<file path="config.mk">
export PLATFORM = sky130hd
export DESIGN_NAME = mul_ctrl
export DESIGN_NICKNAME = d
export VERILOG_FILES = /design/src/rtl/mul_ctrl.sv
export SDC_FILE = /design/constraint.sdc
export NUM_CORES = 1
export LEC_CHECK = 0
export BUFFER_PORTS_ARGS = -buffer_cell sky130_fd_sc_hd__clkbuf_2
export CAP_MARGIN = 40
export CORE_MARGIN = 2
export CORE_UTILIZATION = 50
export CTS_BUF_LIST = sky130_fd_sc_hd__clkbuf_4 sky130_fd_sc_hd__clkbuf_8 sky130_fd_sc_hd__clkbuf_16
export CTS_CLUSTER_DIAMETER = 120
export DETAILED_ROUTE_END_ITERATION = 8
export GPL_ROUTABILITY_DRIVEN = 1
export PLACE_DENSITY = 0.91
export SLEW_MARGIN = 25
export SYNTH_ARGS = -nofsm -noshare
export SYNTH_HDL_FRONTEND = slang
export SYNTH_SLANG_ARGS = --single-unit
</file>
<file path="constraint.sdc">
create_clock -name clk -period 4 [get_ports clk]
set_input_delay 0.2 -clock clk [delete_from_list [all_inputs] [get_ports clk]]
set_output_delay 0.2 -clock clk [all_outputs]
set_load 0.005 [all_outputs]
</file>
<file path="src/rtl/mul_ctrl.sv">
// mul_ctrl: execute-stage initiator for the iterative multiplier.
//
// Takes RV32M multiply requests (MUL, MULH, MULHSU, MULHU) from EX and runs
// the start/cancel handshake with the multiplier. It stalls the pipeline
// while the multiplier works. It folds the 64-bit product into the 32-bit
// result, including the MULHSU sign correction. A flush while busy aborts
// the multiplier with a one-cycle cancel pulse.
//
// Optional feature: define MUL_CTRL_REUSE_EN to add a single-entry
// operand/product cache. A request that repeats the previous operands and
// signedness completes without starting the multiplier.
//
// Ports:
//   clk, rst                  clock, synchronous active-high reset
//   req_valid_i, req_op_i     request strobe and op (00 MUL, 01 MULH,
//                             10 MULHSU, 11 MULHU)
//   req_op1_i, req_op2_i      rs1 / rs2 values
//   flush_i                   kill the current instruction
//   stall_o                   hold EX and upstream (combinational)
//   res_valid_o, res_o        one-cycle result strobe (combinational), result
//   mul_start_o               held high until mul_stop_i
//   mul_cancel_o              one-cycle abort pulse
//   mul_signed_o              1 = signed x signed
//   mul_op1_o, mul_op2_o      latched operands
//   mul_stop_i                multiplier done
//   mul_res_l_i, mul_res_h_i  product low / high words
//
// state | meaning
// IDLE  | waiting for a request; accepts on req_valid_i && !flush_i
// BUSY  | multiplier running; waits for mul_stop_i or flush_i
// DONE  | result presented for one cycle; always returns to IDLE
module mul_ctrl #(
  parameter int XLEN = 32
) (
  input  logic            clk,
  input  logic            rst,
  input  logic            req_valid_i,
  input  logic [1:0]      req_op_i,
  input  logic [XLEN-1:0] req_op1_i,
  input  logic [XLEN-1:0] req_op2_i,
  input  logic            flush_i,
  output logic            stall_o,
  output logic            res_valid_o,
  output logic [XLEN-1:0] res_o,
  output logic            mul_start_o,
  output logic            mul_cancel_o,
  output logic            mul_signed_o,
  output logic [XLEN-1:0] mul_op1_o,
  output logic [XLEN-1:0] mul_op2_o,
  input  logic            mul_stop_i,
  input  logic [XLEN-1:0] mul_res_l_i,
  input  logic [XLEN-1:0] mul_res_h_i
);

  typedef enum logic [1:0] {IDLE, BUSY, DONE} state_t;

  localparam logic [1:0] OP_MUL    = 2'b00;
  localparam logic [1:0] OP_MULH   = 2'b01;
  localparam logic [1:0] OP_MULHSU = 2'b10;

  state_t            state;
  logic [1:0]        op_q;
  logic              req_go;
  logic              want_signed;
  logic              reuse_hit;
  logic [XLEN-1:0]   hit_res;
  logic [2*XLEN-1:0] prod_in;

  assign req_go      = req_valid_i && !flush_i;
  assign want_signed = (req_op_i == OP_MULH);
  assign prod_in     = {mul_res_h_i, mul_res_l_i};

  // MULHSU runs unsigned x unsigned. Treating a negative rs1 as unsigned
  // adds rs2 * 2^32 to the product, so rs2 is subtracted from the high
  // word to recover the signed x unsigned result.
  function automatic logic [XLEN-1:0] fold(input logic [1:0]        op,
                                           input logic [XLEN-1:0]   a,
                                           input logic [XLEN-1:0]   b,
                                           input logic [2*XLEN-1:0] p);
    logic [XLEN-1:0] hi;
    hi = p[2*XLEN-1:XLEN];
    case (op)
      OP_MUL:    fold = p[XLEN-1:0];
      OP_MULHSU: fold = hi - (a[XLEN-1] ? b : '0);
      default:   fold = hi;
    endcase
  endfunction

`ifdef MUL_CTRL_REUSE_EN
  logic              e_valid;
  logic              e_signed;
  logic [XLEN-1:0]   e_op1;
  logic [XLEN-1:0]   e_op2;
  logic [2*XLEN-1:0] e_prod;

  assign reuse_hit = e_valid && (e_op1 == req_op1_i) && (e_op2 == req_op2_i) &&
                     (e_signed == want_signed);
  assign hit_res   = fold(req_op_i, req_op1_i, req_op2_i, e_prod);

  always_ff @(posedge clk) begin
    if (rst) begin
      e_valid  <= 1'b0;
      e_signed <= 1'b0;
      e_op1    <= '0;
      e_op2    <= '0;
      e_prod   <= '0;
    end else if (state == BUSY) begin
      if (flush_i) begin
        e_valid <= 1'b0;
      end else if (mul_stop_i) begin
        e_valid  <= 1'b1;
        e_signed <= mul_signed_o;
        e_op1    <= mul_op1_o;
        e_op2    <= mul_op2_o;
        e_prod   <= prod_in;
      end
    end
  end
`else
  assign reuse_hit = 1'b0;
  assign hit_res   = '0;
`endif

  always_ff @(posedge clk) begin
    if (rst) begin
      state        <= IDLE;
      op_q         <= OP_MUL;
      mul_start_o  <= 1'b0;
      mul_cancel_o <= 1'b0;
      mul_signed_o <= 1'b0;
      mul_op1_o    <= '0;
      mul_op2_o    <= '0;
      res_o        <= '0;
    end else begin
      mul_cancel_o <= 1'b0;
      case (state)
        IDLE: begin
          if (req_go) begin
            op_q         <= req_op_i;
            mul_op1_o    <= req_op1_i;
            mul_op2_o    <= req_op2_i;
            mul_signed_o <= want_signed;
            if (reuse_hit) begin
              res_o <= hit_res;
              state <= DONE;
            end else begin
              mul_start_o <= 1'b1;
              state       <= BUSY;
            end
          end
        end
        BUSY: begin
          // A flush takes priority over a completion in the same cycle.
          if (flush_i) begin
            mul_start_o  <= 1'b0;
            mul_cancel_o <= 1'b1;
            state        <= IDLE;
          end else if (mul_stop_i) begin
            mul_start_o <= 1'b0;
            res_o       <= fold(op_q, mul_op1_o, mul_op2_o, prod_in);
            state       <= DONE;
          end
        end
        default: state <= IDLE;
      endcase
    end
  end

  assign stall_o     = (state == BUSY) || ((state == IDLE) && req_go);
  assign res_valid_o = (state == DONE) && !flush_i;

endmodule
</file>
==> impl_metrics.xml, run 1 <==
<?xml version="1.0" encoding="UTF-8"?>
<metrics>
  <group name="timing">
    <metric name="finalMaxSlewViolations" unit="">0</metric>
    <metric name="min_period" unit="ns">3.36</metric>
    <metric name="maxClockFrequency" unit="GHz">0.298</metric>
    <metric name="timing.slew.headroom" unit="%">54.7</metric>
    <metric name="rsz0062_at_grt" unit="">false</metric>
    <metric name="finalHoldViolCount" unit="">0</metric>
    <metric name="timing.final.setup_violations" unit="">0</metric>
    <metric name="fin_crit_sh" unit="%">84.0</metric>
    <metric name="fin_skew" unit="ns">0.0119</metric>
    <metric name="worst_pin_slew" unit="ns">0.677</metric>
    <metric name="setup_total_negative_slack" unit="ns">0</metric>
  </group>
  <group name="cts">
    <metric name="clk_sink_count" unit="">103</metric>
    <metric name="clock-root-buffer" unit="">clkbuf_16</metric>
    <metric name="htreeDepth" unit="">3</metric>
    <metric name="post_cts_resized" unit="">0</metric>
    <metric name="path_clk_slew" unit="ns">0.08</metric>
    <metric name="cts_inserted_buffers" unit="">9</metric>
    <metric name="cts.hold.buffers_added" unit="">0</metric>
    <metric name="tritoncts_clock_tree" unit="">yes</metric>
    <metric name="post_cts_buffers" unit="">0</metric>
    <metric name="clk_path_buf_depth" unit="">2</metric>
    <metric name="clkLatencyLatePin" unit="ns">0.36</metric>
  </group>
  <group name="critical_path">
    <metric name="critical_path.reg2reg.startpoint" unit="">mul_op1_o[31]</metric>
    <metric name="arrival_time_of_data_at_the_critical_path_endpoint" unit="ns">3.64</metric>
    <metric name="critPathCapture" unit="">res_o[28]</metric>
    <metric name="crit_path_start" unit="">mul_op1_o[31]</metric>
    <metric name="worst-endpoint-required" unit="ns">4.28</metric>
    <metric name="critPathKind" unit="">register to register</metric>
    <metric name="worst_setup_path_start_kind" unit="">register</metric>
    <metric name="ff2ff_setup_slack" unit="ns">0.64</metric>
    <metric name="worst_r2r_endpoint" unit="">res_o[28]</metric>
    <metric name="crit_path_end_kind" unit="">register</metric>
    <metric name="crit_fanout" unit="">22</metric>
    <metric name="cell_depth_of_the_worst_flop_to_flop_path" unit="">12</metric>
  </group>
  <group name="logic_synthesis">
    <metric name="synth-async-reset-ratio" unit="%">0</metric>
    <metric name="synth_enable_flop_cells" unit="">0</metric>
    <metric name="unique_masters_post_synth" unit="">73</metric>
    <metric name="netlist_instances" unit="">794</metric>
    <metric name="ys_ff_latch" unit="">103</metric>
    <metric name="syn_nets" unit="">966</metric>
    <metric name="synth_top_area_share" unit="%">34.2</metric>
    <metric name="synth_ff_type" unit="">dfxtp_1</metric>
    <metric name="synth_top_cell_by_area" unit="">dfxtp_1</metric>
    <metric name="mappedNetlistArea" unit="um^2">6040</metric>
    <metric name="synth.yosys.warnings" unit="">0</metric>
    <metric name="synth-seq-area-share" unit="%">34.2</metric>
    <metric name="synth.top_cells.by_area" unit="">dfxtp_1 34%, nand2_1 13%, a21oi_1 8.5%</metric>
    <metric name="syn-mean-instance-area" unit="um^2">7.60</metric>
  </group>
  <group name="route">
    <metric name="detailed_route_wire_length_per_cell" unit="um">17.2</metric>
    <metric name="drt_first_pass_iters" unit="">6</metric>
    <metric name="route.detailed.drc" unit="">0</metric>
    <metric name="antenna_left" unit="">0</metric>
    <metric name="detailedRoute.firstIterationViolations" unit="">550</metric>
    <metric name="post_drt_via_cell_ratio" unit="">5.72</metric>
    <metric name="postRouteWirelength" unit="um">19700</metric>
    <metric name="vias" unit="">6582</metric>
  </group>
  <group name="pwr">
    <metric name="power_density" unit="nW/um^2">324</metric>
    <metric name="max-vdd-ir-drop" unit="mV">0.301</metric>
    <metric name="static-leakage-power" unit="nW">3.25</metric>
  </group>
  <group name="placed_design">
    <metric name="routabilityCongestion" unit="">0.950</metric>
    <metric name="place_area" unit="um^2">7300</metric>
    <metric name="io_buffers" unit="">235</metric>
    <metric name="hpwlAfterDp" unit="um">15100</metric>
  </group>
  <group name="final_layout">
    <metric name="final_net_count" unit="">1170</metric>
    <metric name="multiInputGateArea" unit="um^2">3730</metric>
    <metric name="seq_area" unit="um^2">2060</metric>
    <metric name="nFillCells" unit="">1052</metric>
    <metric name="area_growth" unit="%">25.7</metric>
    <metric name="post_route_cells_drive_above_1_share" unit="%">28.3</metric>
    <metric name="antennaDiodeCount" unit="">0</metric>
    <metric name="finalInstanceArea" unit="um^2">7590</metric>
  </group>
  <group name="global_route">
    <metric name="grt_max_degree" unit="">58</metric>
    <metric name="grt_pass1_vias" unit="">5991</metric>
    <metric name="globalRoute.totalOverflow" unit="">0</metric>
    <metric name="antenna_violations_before_repair" unit="">0</metric>
    <metric name="grt_pass1_wl" unit="um">30500</metric>
    <metric name="grt_usage" unit="%">29.8</metric>
  </group>
  <group name="status">
    <metric name="result_of_the_run" unit="">finished clean</metric>
  </group>
  <group name="hold_path">
    <metric name="hold_depth" unit="">3</metric>
    <metric name="hold_class" unit="">input pin to register</metric>
  </group>
  <group name="die">
    <metric name="floorplan.initialDensity" unit="%">50.7</metric>
    <metric name="die_height" unit="um">114</metric>
    <metric name="design.portCount" unit="">236</metric>
    <metric name="num_rows" unit="">40</metric>
    <metric name="dieArea" unit="um^2">13000</metric>
    <metric name="core-area" unit="um^2">11900</metric>
    <metric name="die_x" unit="um">114</metric>
  </group>
  <group name="run">
    <metric name="max_cap_violations" unit="">0</metric>
  </group>
</metrics>
[layout by cell type, fill, tap and decap left out, types with 3 or more instances in the layout]
master / n
clkbuf_2: 234
nand2_1: 212
dfxtp_1: 103
a21oi_1: 102
nor2_1: 42
ha_1: 36
o21ai_0: 31
a211oi_1: 16
a21o_1: 15
xnor2_1: 15
a31oi_1: 13
nand3b_1: 13
inv_1: 11
nor3_1: 11
buf_4: 10
xor2_1: 9
clkbuf_16: 9
nand3_1: 8
mux2i_1: 8
nand2b_1: 6
nor3b_1: 5
o21a_1: 5
and2_1: 3
nand4_1: 3
nor2b_1: 3
o31ai_1: 3
a221oi_1: 3
a221o_1: 3
a311oi_1: 3
a2111oi_0: 3
inv_6: 3
[how the worst min path moves through the flow]
stage | startpoint | end | slack [ns]
2_1_floorplan | req_op1_i[0] | mul_op1_o[0] | 0.34
3_3_place_gp | req_op1_i[12] | mul_op1_o[12] | 0.42
3_5_place_dp | req_op2_i[17] | mul_op2_o[17] | 0.43
4_1_cts | req_op1_i[21] | mul_op1_o[21] | 0.04
5_1_grt | req_op1_i[20] | mul_op1_o[20] | 0.04
6_report | req_op1_i[21] | mul_op1_o[21] | 0.05
[per-stage QoR]
stage / cells / setup slack (ns) / util (%) / total power [mW] / hold WS (ns)
2_1_floorplan: 794 / 0.851 / - / 1.40 / 0.336
3_3_place_gp: 1132 / 0.503 / 61.0 / 1.59 / 0.423
3_5_place_dp: 1134 / 0.699 / 61.3 / 1.60 / 0.428
4_1_cts: 1150 / 0.671 / 63.7 / 2.46 / 0.0449
5_1_grt: 1150 / 0.396 / 63.7 / 2.55 / 0.0443
6_report: 1150 / 0.640 / 63.7 / 2.46 / 0.0484
[critical path, cell delays in order (launching register included)]
cell and delay [ns]:
dfxtp_1 0.55, buf_8 0.22, nand2_1 0.07, ha_1 0.38, a21oi_2 0.23, o22ai_1 0.11
o41a_1 0.39, a211oi_2 0.31, o221ai_2 0.18, a31oi_2 0.27, nor4b_2 0.23, o31ai_1 0.10
a211oi_1 0.22
[synth_stat cells, types with 6 or more instances]
| library cell | n |
|---|---|
| nor2_1 | 42 |
| clkbuf_1 | 47 |
| xnor2_1 | 15 |
| xor2_1 | 9 |
| nand2_1 | 212 |
| nand2b_1 | 6 |
| inv_1 | 11 |
| nand3b_1 | 13 |
| a21o_1 | 15 |
| o21ai_0 | 31 |
| nand3_1 | 8 |
| nor3_1 | 11 |
| a21oi_1 | 102 |
| a31oi_1 | 13 |
| dfxtp_1 | 103 |
| mux2i_1 | 8 |
| ha_1 | 36 |
| nor3b_1 | 6 |
| a211oi_1 | 16 |
[per-layer routing]
| metal | GRT usage, % | vias to the layer above | share of wire, % |
|---|---|---|---|
| met1 | 38.2 | 3022 | 42 |
| met3 | 6.11 | 32 | 8.8 |
| met4 | 11.6 | 0 | 2.4 |
| li1 | - | 3205 | - |
| met2 | 49.2 | 323 | 47 |
| met5 | 0 | - | 0 |
[state kept, by name, indices dropped and copies added (netlist names)]
name and flops:
mul_start_o 1, state 2, res_o 32, mul_signed_o 1, mul_op1_o 32, mul_op2_o 32
op_q 2, mul_cancel_o 1
[layout make-up]
type                            count  share of cell area (%)
Multi-Input combinational cell    627                    49.2
Inverter                           11                   0.544
Clock inverter                      7                   0.841
Tap cell                          147                    2.42
Sequential cell                   103                    27.2
Timing Repair Buffer              246                    16.9
Clock buffer                        9                    2.97
[power by group]
part | switching, mW | internal (mW) | total, mW
logic | 0.279 | 0.207 | 0.486
registers | 0.0311 | 1.06 | 1.10
clock network | 0.441 | 0.435 | 0.875
[cells by family (layout without fill, tap and decap cells)]
| group | Yosys count | after routing | synth area share [%] |
|---|---|---|---|
| muxes | 10 | 10 | 1.70 |
| DFF | 103 | 103 | 34.2 |
| and+or+nand+nor | 324 | 324 | 23.7 |
| adders and majority gates | 37 | 37 | 7.79 |
| AOI/OAI and AO/OA | 232 | 232 | 24.9 |
| buffers and inverters | 64 | 273 | 4.25 |
| xor gates and xnor gates | 24 | 24 | 3.48 |
No activity file was read; power rests on OpenSTA's default activity.
==> inputs of run 2 (changes only) <==
Clock period 4 ns to 3.3 ns, I/O delays scaled along.
==> impl_metrics.xml, run 2 (synthesis results as in run 1) <==
<?xml version="1.0" encoding="UTF-8"?>
<metrics>
  <group name="pwr">
    <metric name="max-vdd-ir-drop" unit="mV">0.398</metric>
    <metric name="static-leakage-power" unit="nW">3.28</metric>
    <metric name="seq_power_share" unit="%">44.2</metric>
    <metric name="pwr-share-clk" unit="%">35.7</metric>
    <metric name="comb_power_share" unit="%">20.1</metric>
    <metric name="power_report.internal_total" unit="mW">2.08</metric>
    <metric name="net-switching-power" unit="uW">922</metric>
    <metric name="power_density" unit="nW/um^2">390</metric>
    <metric name="switching_power_as_a_share_of_total_power" unit="%">30.7</metric>
  </group>
  <group name="cts">
    <metric name="tritoncts_clock_tree" unit="">yes</metric>
    <metric name="clkLatencyLatePin" unit="ns">0.36</metric>
    <metric name="path_clk_slew" unit="ns">0.08</metric>
    <metric name="htreeDepth" unit="">3</metric>
    <metric name="clk_sink_count" unit="">103</metric>
    <metric name="cts_inserted_buffers" unit="">9</metric>
    <metric name="clk_path_buf_depth" unit="">2</metric>
    <metric name="clock-root-buffer" unit="">clkbuf_16</metric>
  </group>
  <group name="final_layout">
    <metric name="multiInputGateArea" unit="um^2">3790</metric>
    <metric name="seq_area" unit="um^2">2060</metric>
    <metric name="fin_cells" unit="">1157</metric>
    <metric name="antennaDiodeCount" unit="">0</metric>
    <metric name="post_route_cells_drive_above_1_share" unit="%">29.2</metric>
    <metric name="biggestRegsByFlops" unit="">mul_op1_o (32), mul_op2_o (32), res_o (32)</metric>
    <metric name="final_common_cell" unit="">clkbuf_2</metric>
    <metric name="commonest_cells_after_routing_fill_and_taps_aside" unit="">234 x clkbuf_2, 212 x nand2_1, 102 x a21oi_1, 102 x dfxtp_1, 42 x nor2_1</metric>
    <metric name="nFillCells" unit="">1027</metric>
    <metric name="area_growth" unit="%">27.6</metric>
    <metric name="final_net_count" unit="">1177</metric>
  </group>
  <group name="timing">
    <metric name="finalHoldViolCount" unit="">0</metric>
    <metric name="timing.final.setup_violations" unit="">0</metric>
    <metric name="worst_pin_slew" unit="ns">0.849</metric>
    <metric name="fin_crit_sh" unit="%">94.4</metric>
    <metric name="setup_total_negative_slack" unit="ns">0</metric>
    <metric name="min_period" unit="ns">3.12</metric>
    <metric name="maxClockFrequency" unit="GHz">0.321</metric>
    <metric name="finalMaxSlewViolations" unit="">0</metric>
    <metric name="timing.slew.headroom" unit="%">43.4</metric>
    <metric name="fin_skew" unit="ns">0.00937</metric>
  </group>
  <group name="critical_path">
    <metric name="worst-endpoint-required" unit="ns">3.60</metric>
    <metric name="worst_setup_path_start_kind" unit="">register</metric>
    <metric name="arrival_time_of_data_at_the_critical_path_endpoint" unit="ns">3.42</metric>
    <metric name="crit_fanout" unit="">31</metric>
    <metric name="crit_path_end_kind" unit="">register</metric>
    <metric name="critPathKind" unit="">register to register</metric>
  </group>
  <group name="global_route">
    <metric name="grt_max_degree" unit="">83</metric>
    <metric name="globalRoute.totalOverflow" unit="">0</metric>
    <metric name="grt_pass1_vias" unit="">5954</metric>
    <metric name="antenna_violations_before_repair" unit="">0</metric>
    <metric name="grt_pass1_wl" unit="um">30100</metric>
    <metric name="grt_usage" unit="%">29.5</metric>
  </group>
  <group name="placed_design">
    <metric name="routabilityCongestion" unit="">1.01</metric>
    <metric name="io_buffers" unit="">235</metric>
    <metric name="hpwlAfterDp" unit="um">15100</metric>
    <metric name="placedCellCount" unit="">1140</metric>
  </group>
  <group name="route">
    <metric name="antenna_left" unit="">0</metric>
    <metric name="postRouteWirelength" unit="um">19700</metric>
    <metric name="route.detailed.drc" unit="">0</metric>
    <metric name="drt_first_pass_iters" unit="">5</metric>
    <metric name="post_drt_via_cell_ratio" unit="">5.70</metric>
    <metric name="vias" unit="">6599</metric>
    <metric name="detailed_route_wire_length_per_cell" unit="um">17.0</metric>
    <metric name="detailedRoute.firstIterationViolations" unit="">527</metric>
  </group>
  <group name="hold_path">
    <metric name="hold_class" unit="">input pin to register</metric>
  </group>
  <group name="die">
    <metric name="num_rows" unit="">40</metric>
    <metric name="floorplan.initialDensity" unit="%">50.7</metric>
    <metric name="die_height" unit="um">114</metric>
    <metric name="dieArea" unit="um^2">13000</metric>
    <metric name="core-area" unit="um^2">11900</metric>
    <metric name="die_x" unit="um">114</metric>
    <metric name="design.portCount" unit="">236</metric>
  </group>
  <group name="status">
    <metric name="result_of_the_run" unit="">finished clean</metric>
  </group>
  <group name="run">
    <metric name="max_cap_violations" unit="">0</metric>
  </group>
</metrics>
==> run 2: cell types whose count changed in the layout (fill, tap and decap cells not counted), sizes merged <==
cell,delta
buf,+7
==> run 2: timing repair <==
action | CTS | global route
resized for setup | 0 | 8
buffers inserted | 0 | 1
hold buffers | 0 | 0
endpoints found under the setup margin | 0 | 4
==> run 2: power by group through the flow <==
| stage | Clock, mW | Combinational [mW] | Sequential [mW] |
|---|---|---|---|
| after detailed placement | 0 | 0.581 | 1.36 |
| final | 1.07 | 0.603 | 1.33 |
| after global routing | 1.13 | 0.659 | 1.33 |
| after CTS | 1.08 | 0.586 | 1.33 |
| after floorplan | 0 | 0.348 | 1.35 |
| after global placement | 0 | 0.575 | 1.36 |
==> run 2: through the flow <==
stage / setup WS [ns] / hold WS [ns] / power [mW] / utilization (%) / cell area, um^2
after global routing: -0.0196 / 0.00664 / 3.13 / 64.7 / 7700
after detailed placement: 0.148 / 0.392 / 1.94 / 61.6 / 7330
after floorplan: 0.151 / 0.301 / 1.70 / - / 6040
after CTS: 0.0971 / 0.0103 / 3.00 / 64.1 / 7630
after global placement: 0.230 / 0.389 / 1.93 / 61.6 / 7330
final: 0.185 / 0.0127 / 3.00 / 64.7 / 7700
==> run 2: final timing paths <==
| path | start | end | slack (ns) | depth (start not counted) |
|---|---|---|---|---|
| max reg2reg | mul_op1_o[31] | res_o[29] | 0.18 | 12 |
| min reg2reg | mul_op1_o[4] | mul_op1_o[4] | 0.46 | 2 |
| max | mul_op1_o[31] | res_o[29] | 0.18 | 12 |
| min | req_op1_i[20] | mul_op1_o[20] | 0.01 | 3 |
==> run 2: area by class of cell <==
cell class | instances | area share, %
clock inverter | 7 | 0.975
multi-input combinational | 627 | 49.2
sequential | 103 | 26.8
tap | 147 | 2.39
timing repair buffer | 253 | 17.2
clock buffer | 9 | 2.92
inverter | 11 | 0.536
==> run 2: layer usage <==
metal  GRT usage (%)  routed length (um)
met1            37.9                8180
met5               0                   0
met4            11.6                 703
met2            48.1                9010
met3            7.07                1770
==> run 2: critical path, cell delays in order, from the launching register on <==
cell	delay, ns
dfxtp_2	0.37
buf_12	0.19
nand2_1	0.09
ha_1	0.29
a21oi_1	0.34
a2111oi_4	0.14
o21ai_0	0.29
a21oi_2	0.14
a31oi_4	0.29
nand2_4	0.10
a41o_1	0.27
or4_1	0.46
nand3_1	0.09
